`src/rtl/register_file_if.sv`:
```
// Bus bundle for register_file: one write port and two independent read ports.
interface register_file_if #(
    parameter int unsigned WIDTH  = 8,
    parameter int unsigned ADDR_W = 3
) ();
    logic              we;
    logic [ADDR_W-1:0] waddr;
    logic [WIDTH-1:0]  wdata;
    logic              re_a;
    logic [ADDR_W-1:0] raddr_a;
    logic [WIDTH-1:0]  rdata_a;
    logic              rvalid_a;
    logic              re_b;
    logic [ADDR_W-1:0] raddr_b;
    logic [WIDTH-1:0]  rdata_b;
    logic              rvalid_b;

    modport master (
        output we, waddr, wdata,
        output re_a, raddr_a, re_b, raddr_b,
        input  rdata_a, rvalid_a, rdata_b, rvalid_b
    );

    modport slave (
        input  we, waddr, wdata,
        input  re_a, raddr_a, re_b, raddr_b,
        output rdata_a, rvalid_a, rdata_b, rvalid_b
    );
endinterface

```
`src/rtl/register_file.sv`:
```
// 1W/2R register file with registered read data and per-port valid strobes.
// Define REGFILE_BYPASS_EN to forward same-cycle write data to a colliding read.
module register_file #(
    parameter int unsigned WIDTH  = 8,
    parameter int unsigned ADDR_W = 3
) (
    input  logic           clk,
    input  logic           reset,
    register_file_if.slave bus
);
    localparam int unsigned DEPTH = 1 << ADDR_W;

    logic [WIDTH-1:0] r_mem [DEPTH];
    logic [WIDTH-1:0] r_rdata_a;
    logic [WIDTH-1:0] r_rdata_b;
    logic             r_rvalid_a;
    logic             r_rvalid_b;
    logic [WIDTH-1:0] w_rd_a;
    logic [WIDTH-1:0] w_rd_b;

    // Read source selection; bypass returns the incoming write on an address match.
`ifdef REGFILE_BYPASS_EN
    assign w_rd_a = (bus.we && (bus.waddr == bus.raddr_a)) ? bus.wdata : r_mem[bus.raddr_a];
    assign w_rd_b = (bus.we && (bus.waddr == bus.raddr_b)) ? bus.wdata : r_mem[bus.raddr_b];
`else
    assign w_rd_a = r_mem[bus.raddr_a];
    assign w_rd_b = r_mem[bus.raddr_b];
`endif

    // Storage array
    always_ff @(posedge clk or negedge reset) begin
        if (!reset) begin
            r_mem <= '{default: '0};
        end else if (bus.we) begin
            r_mem[bus.waddr] <= bus.wdata;
        end
    end

    // Port A: data holds when idle, valid tracks the request
    always_ff @(posedge clk or negedge reset) begin
        if (!reset) begin
            r_rdata_a  <= '0;
            r_rvalid_a <= 1'b0;
        end else begin
            r_rvalid_a <= bus.re_a;
            if (bus.re_a) begin
                r_rdata_a <= w_rd_a;
            end
        end
    end

    // Port B mirrors port A
    always_ff @(posedge clk or negedge reset) begin
        if (!reset) begin
            r_rdata_b  <= '0;
            r_rvalid_b <= 1'b0;
        end else begin
            r_rvalid_b <= bus.re_b;
            if (bus.re_b) begin
                r_rdata_b <= w_rd_b;
            end
        end
    end

    assign bus.rdata_a  = r_rdata_a;
    assign bus.rvalid_a = r_rvalid_a;
    assign bus.rdata_b  = r_rdata_b;
    assign bus.rvalid_b = r_rvalid_b;
endmodule

```
`src/flat_wrapper.sv`:
```
// flat-port wrapper written by rule: the top's interface ports become plain ports
module register_file_flat 
#(
    parameter int unsigned WIDTH  = 8,
    parameter int unsigned ADDR_W = 3
)
  (clk, reset, bus_we, bus_waddr, bus_wdata, bus_re_a, bus_raddr_a, bus_re_b, bus_raddr_b, bus_rdata_a, bus_rvalid_a, bus_rdata_b, bus_rvalid_b);
  register_file_if #(.WIDTH(WIDTH), .ADDR_W(ADDR_W)) bus_i ();
  input  logic clk;
  input  logic reset;
  input wire logic [$bits(bus_i.we)-1:0] bus_we;
  input wire logic [$bits(bus_i.waddr)-1:0] bus_waddr;
  input wire logic [$bits(bus_i.wdata)-1:0] bus_wdata;
  input wire logic [$bits(bus_i.re_a)-1:0] bus_re_a;
  input wire logic [$bits(bus_i.raddr_a)-1:0] bus_raddr_a;
  input wire logic [$bits(bus_i.re_b)-1:0] bus_re_b;
  input wire logic [$bits(bus_i.raddr_b)-1:0] bus_raddr_b;
  output wire logic [$bits(bus_i.rdata_a)-1:0] bus_rdata_a;
  output wire logic [$bits(bus_i.rvalid_a)-1:0] bus_rvalid_a;
  output wire logic [$bits(bus_i.rdata_b)-1:0] bus_rdata_b;
  output wire logic [$bits(bus_i.rvalid_b)-1:0] bus_rvalid_b;
  assign bus_i.we = bus_we;
  assign bus_i.waddr = bus_waddr;
  assign bus_i.wdata = bus_wdata;
  assign bus_i.re_a = bus_re_a;
  assign bus_i.raddr_a = bus_raddr_a;
  assign bus_i.re_b = bus_re_b;
  assign bus_i.raddr_b = bus_raddr_b;
  assign bus_rdata_a = bus_i.rdata_a;
  assign bus_rvalid_a = bus_i.rvalid_a;
  assign bus_rdata_b = bus_i.rdata_b;
  assign bus_rvalid_b = bus_i.rvalid_b;
  register_file #(.WIDTH(WIDTH), .ADDR_W(ADDR_W)) u_core (.clk(clk), .reset(reset), .bus(bus_i));
endmodule
```
`config.mk`:
```
export PLATFORM = sky130hd
export DESIGN_NAME = register_file_flat
export DESIGN_NICKNAME = d
export VERILOG_FILES = /design/src/rtl/register_file_if.sv /design/src/rtl/register_file.sv /design/src/flat_wrapper.sv
export SDC_FILE = /design/constraint.sdc
export NUM_CORES = 1
export LEC_CHECK = 0
export ABC_AREA = 0
export BUFFER_PORTS_ARGS = -buffer_cell sky130_fd_sc_hd__buf_4
export CAP_MARGIN = 20
export CORE_ASPECT_RATIO = 1.1
export CORE_MARGIN = 3
export CORE_UTILIZATION = 64
export CTS_CLUSTER_DIAMETER = 100
export DETAILED_ROUTE_END_ITERATION = 10
export GPL_ROUTABILITY_DRIVEN = 0
export PLACE_DENSITY = 0.89
export SLEW_MARGIN = 20
export SYNTH_ARGS = -nofsm -noshare
export SYNTH_HDL_FRONTEND = slang
export SYNTH_SLANG_ARGS = --single-unit
```
`constraint.sdc`:
```
create_clock -name clk -period 1.6 [get_ports clk]
set_input_delay 0.08 -clock clk [delete_from_list [all_inputs] [get_ports clk]]
set_output_delay 0.08 -clock clk [all_outputs]
set_load 0.01 [all_outputs]
```
# After elaboration in Yosys (flattened, before gate mapping)
# Index checks and enable logic that the tools add are counted.
# word_totals
regBits	82
inputBits	22
# classes
order_cmp	4
muxes	9
bitwise	3
reduce_logical	1
# op_table
operator	n
bitwise mux 64 bit	1
binary-select mux 8 bit (select 3 bit)	2
2-to-1 mux 8 bit	5
demux 8 bit (select 3 bit)	1
>= comparator 4 bit, second input constant	3
NOT 3 -> 4 bit	3
< comparator 4 x 1 -> 1 bit, second input constant	1
logical AND 1 bit	1

# Longest topological paths before layout
# depth
ltp_word	6
depth_mapped	5
mapped_depth_nobuf	3

# Least setup slack after synthesis
# No wires, ideal clock.
# synth_timing
path_type	input port to flip-flop
startpoint	input port bus_waddr[1]
endpoint	register u_core.r_mem[24] (netlist name)
setup_time_ps	125
arrival_ps	1063
t_required_ps	1475
path_slack_ps	412
path_stages	4
path_cell_list	buf_6 > nand2b_4 > nor3b_4 > mux2_2
# synth_between
elab_chain_cells	6
word_cells_on_any_way	7
# synth_rtl
element	line	source
start, declared	flat_wrapper.sv:12	input wire logic [$bits(bus_i.waddr)-1:0] bus_waddr;
NOT 3 -> 4 bit (not written as such) *	register_file.sv:35	r_mem[bus.waddr] <= bus.wdata;
>= comparator 4 bit (not written as such) / < comparator 4 x 1 -> 1 bit (equally long branches)	register_file.sv:35	
logical AND 1 bit (not written as such)	register_file.sv:35	
2-to-1 mux 8 bit (not written as such)	register_file.sv:35	
demux 8 bit (select 3 bit) *	register_file.sv:35	
bitwise mux 64 bit *	register_file.sv:35	
end signal, assigned by index	register_file.sv:35	
end, declared	register_file.sv:13	logic [WIDTH-1:0] r_mem [DEPTH];
# Mark *: on every way between the ends. The rest lies on a longest branch, timed or not.
# A chain may end at the register's enable or synchronous reset.

# Worst setup path in the final report
# layout_timing
startpoint	register u_core.r_mem[29] (netlist name)
endpoint	register u_core.r_rdata_b[5] (netlist: u_core.bus.rdata_b[5])
# layout_between
elab_chain_cells	3
# layout_rtl
element	line	source
binary-select mux 8 bit (select 3 bit)	register_file.sv:27	assign w_rd_b = r_mem[bus.raddr_b];
2-to-1 mux 8 bit (not written as such) (2 in a row)	register_file.sv:27	
end signal, assigned	register_file.sv:60	r_rdata_b <= w_rd_b;
end, declared	register_file.sv:15	logic [WIDTH-1:0] r_rdata_b;
# Every way passes these cells. The select of a mux whose other input is x is not followed.

==> results.yml <==
outcome:
  status: "finished, final reports clean"
critical_path:
  slowest_delay_ns: 0.40
  worstSetupPathType: "reg -> reg"
  cp.arrival_ns: 1.40
  startpoint_type: "flip-flop"
  cpLargestDelayFamily: "compound AO/OA/AOI/OAI gates"
  slowest_stage: "dfrtp_1"
  cp.required_ns: 1.83
  cp_max_fo: 3
  crit_chain: "nor2b_1 > a211o_1 > a41o_1"
  cp_num_buf_inv: 0
  critPathCaptureType: "flip-flop"
logic_synthesis:
  syn-num-nets: 350
  syn_inst: 328
  synth.distinct_cells: 21
  syn_area_um2: 4220
  synth_warnings: 0
  yosys_register_bits: 82
  avgSynthCellArea_um2: 12.9
  ys_seq_area_frac: 0.486
global_routing:
  grtUsageTotal: 0.284
  grt_max_degree: 41
  gr-total-overflow: 0
  antenna_found_initial: 0
  grt_pass1_vias: 3040
  grt_pass1_wl_mm: 16.6
drt:
  dr.pass1.iters: 4
  drt_iter0_drc: 325
  via_per_inst: 6.66
  drc: 0
  detail_route.wl_per_cell_um: 23.1
  ant_nets: 0
  routed_wl_mm: 10.5
  vias: 3031
timing:
  fin_setup_tns_ns: 0
  fmax_mhz: 855
  period_share: 0.731
  hold_violations: 0
  finalSetupViolations: 0
  fin_crit_ns: 1.17
  rsz0062_at_grt: "false"
  clock_skew_ns: 0.00506
  drv_slew: 0
  tightest_slew_ns: 0.578
  slew-limit-headroom: 0.615
layout:
  final_common_cell: "dfrtp_1"
  area_delta_synth_final_pct: 15.0
  layout-drive-gt1-share: 0.357
  final_util: 0.775
  antenna_cells: 0
  nNetsFinal: 392
  most-common-layout-cells: "82 x dfrtp_1, 64 x mux2_2, 48 x mux2i_1, 48 x buf_4, 34 x nor2b_1"
power_and_ir_drop:
  vdd_ir_drop_max_mv: 0.801
  power_density_nw_per_um2: 1200
  p_leak_nw: 2.24
floorplan:
  dieArea_um2: 7610
  num_rows: 30
  core_um2: 6270
  die_w_um: 83.5
  io_pins: 40
  die_h_um: 91.2
  start_util: 0.674
clock_network:
  cts_tree: "yes"
  cts_sinks: 82
  numCtsBuffers: 9
  clk_latency_ns: 0.35
  path_clk_slew_ns: 0.08
  h-tree-depth: 3
  cts-root-buf: "clkbuf_8"
  cts_buffer_depth: 2
hold_path:
  hold_path.class: "in -> reg"
flow_run:
  drv_cap: 0
place:
  dp.final_hpwl_mm: 6.94
  portBuffers: 39
-- state kept, by name, indices dropped and copies added (netlist names) --
| register | count |
|---|---|
| u_core.r_mem | 64 |
| u_core.bus.rdata_a | 8 |
| u_core.bus.rdata_b | 8 |
| u_core.bus.rvalid_a | 1 |
| u_core.bus.rvalid_b | 1 |
-- layout make-up --
cell class / count / area [um^2]
multi-input combinational: 224 / 2050
sequential: 82 / 2050
fill: 397 / 1410
timing repair buffer: 53 / 430
clock buffer: 11 / 141
tap: 80 / 100
clock inverter: 5 / 77.6
-- worst reg2reg max path: cells and delay by family (launching register included) --
| kind | cells | cell delay, ns |
|---|---|---|
| flip-flops | 1 | 0.40 |
| AND/OR/NAND/NOR | 1 | 0.14 |
| AO/OA/AOI/OAI | 2 | 0.52 |
-- path summary, 6_finish.rpt --
path	start	to	slack, ns	cells after the start
setup / recovery	u_core.r_mem[29]	u_core.bus.rdata_b[5]	0.43	3
setup reg to reg	u_core.r_mem[29]	u_core.bus.rdata_b[5]	0.43	3
max in group asynchronous	reset	u_core.r_mem[58]	0.77	3
hold reg to reg	u_core.r_mem[25]	u_core.r_mem[25]	0.53	1
hold / removal	bus_wdata[4]	u_core.r_mem[44]	0.03	2
min in group asynchronous	reset	u_core.r_mem[11]	0.26	2
-- metrics by stage --
step	setup slack (ns)	hold WS (ns)	cells	total power [mW]	cell area, um^2
floorplan	0.412	-0.216	328	3.65	4220
global placement	0.274	0.103	436	4.07	4610
detailed placement	0.234	0.101	436	4.16	4610
CTS	0.442	0.0246	455	5.82	4860
global route	0.398	0.0259	455	6.08	4860
finish	0.430	0.0337	455	5.83	4860
-- power by group --
group / leakage [nW] / internal (mW) / switching [mW]
Combinational: 1.14 / 0.735 / 0.576
Clock: 0.109 / 0.918 / 0.754
Sequential: 0.987 / 2.50 / 0.347
-- synth_stat cells (all sizes together) --
| master | instances | share of area |
|---|---|---|
| a22oi | 16 | 0.028 |
| dfrtp | 82 | 0.49 |
| a211o | 16 | 0.033 |
| nor2b | 34 | 0.050 |
| a41o | 16 | 0.038 |
| nand4b | 3 | 0.0062 |
| mux2i | 48 | 0.11 |
| buf | 16 | 0.022 |
| nor3b | 2 | 0.0089 |
| nand2 | 1 | 0.00089 |
| nor2 | 2 | 0.0018 |
| mux2 | 64 | 0.17 |
| nor3 | 2 | 0.0077 |
| nand2b | 3 | 0.0062 |
| nand4 | 1 | 0.0015 |
| clkbuf | 6 | 0.0053 |
| nand3 | 16 | 0.019 |
-- metal layers --
metal | GRT usage | up-vias | share of wire
met3 | 0.0563 | 21 | 0.080
li1 | - | 1320 | -
met5 | 0 | - | 0
met1 | 0.397 | 1553 | 0.42
met4 | 0.0938 | 0 | 0.022
met2 | 0.450 | 137 | 0.48
-- cell families (layout without fill, tap and decap cells) --
group / after synthesis / after routing / share of synthesized area
mux: 112 / 112 / 0.284
flops: 82 / 82 / 0.486
buf+inv: 22 / 69 / 0.0276
compound gates: 48 / 48 / 0.0996
simple gates: 64 / 64 / 0.103
-- what timing repair did --
item / 4_1_cts / 5_1_grt
gates resized for setup: 0 / 0
hold buffers: 3 / 0
buffers inserted: 0 / 0
endpoints found under the hold margin: 38 / 0
Power figures use the tool's default switching activity.
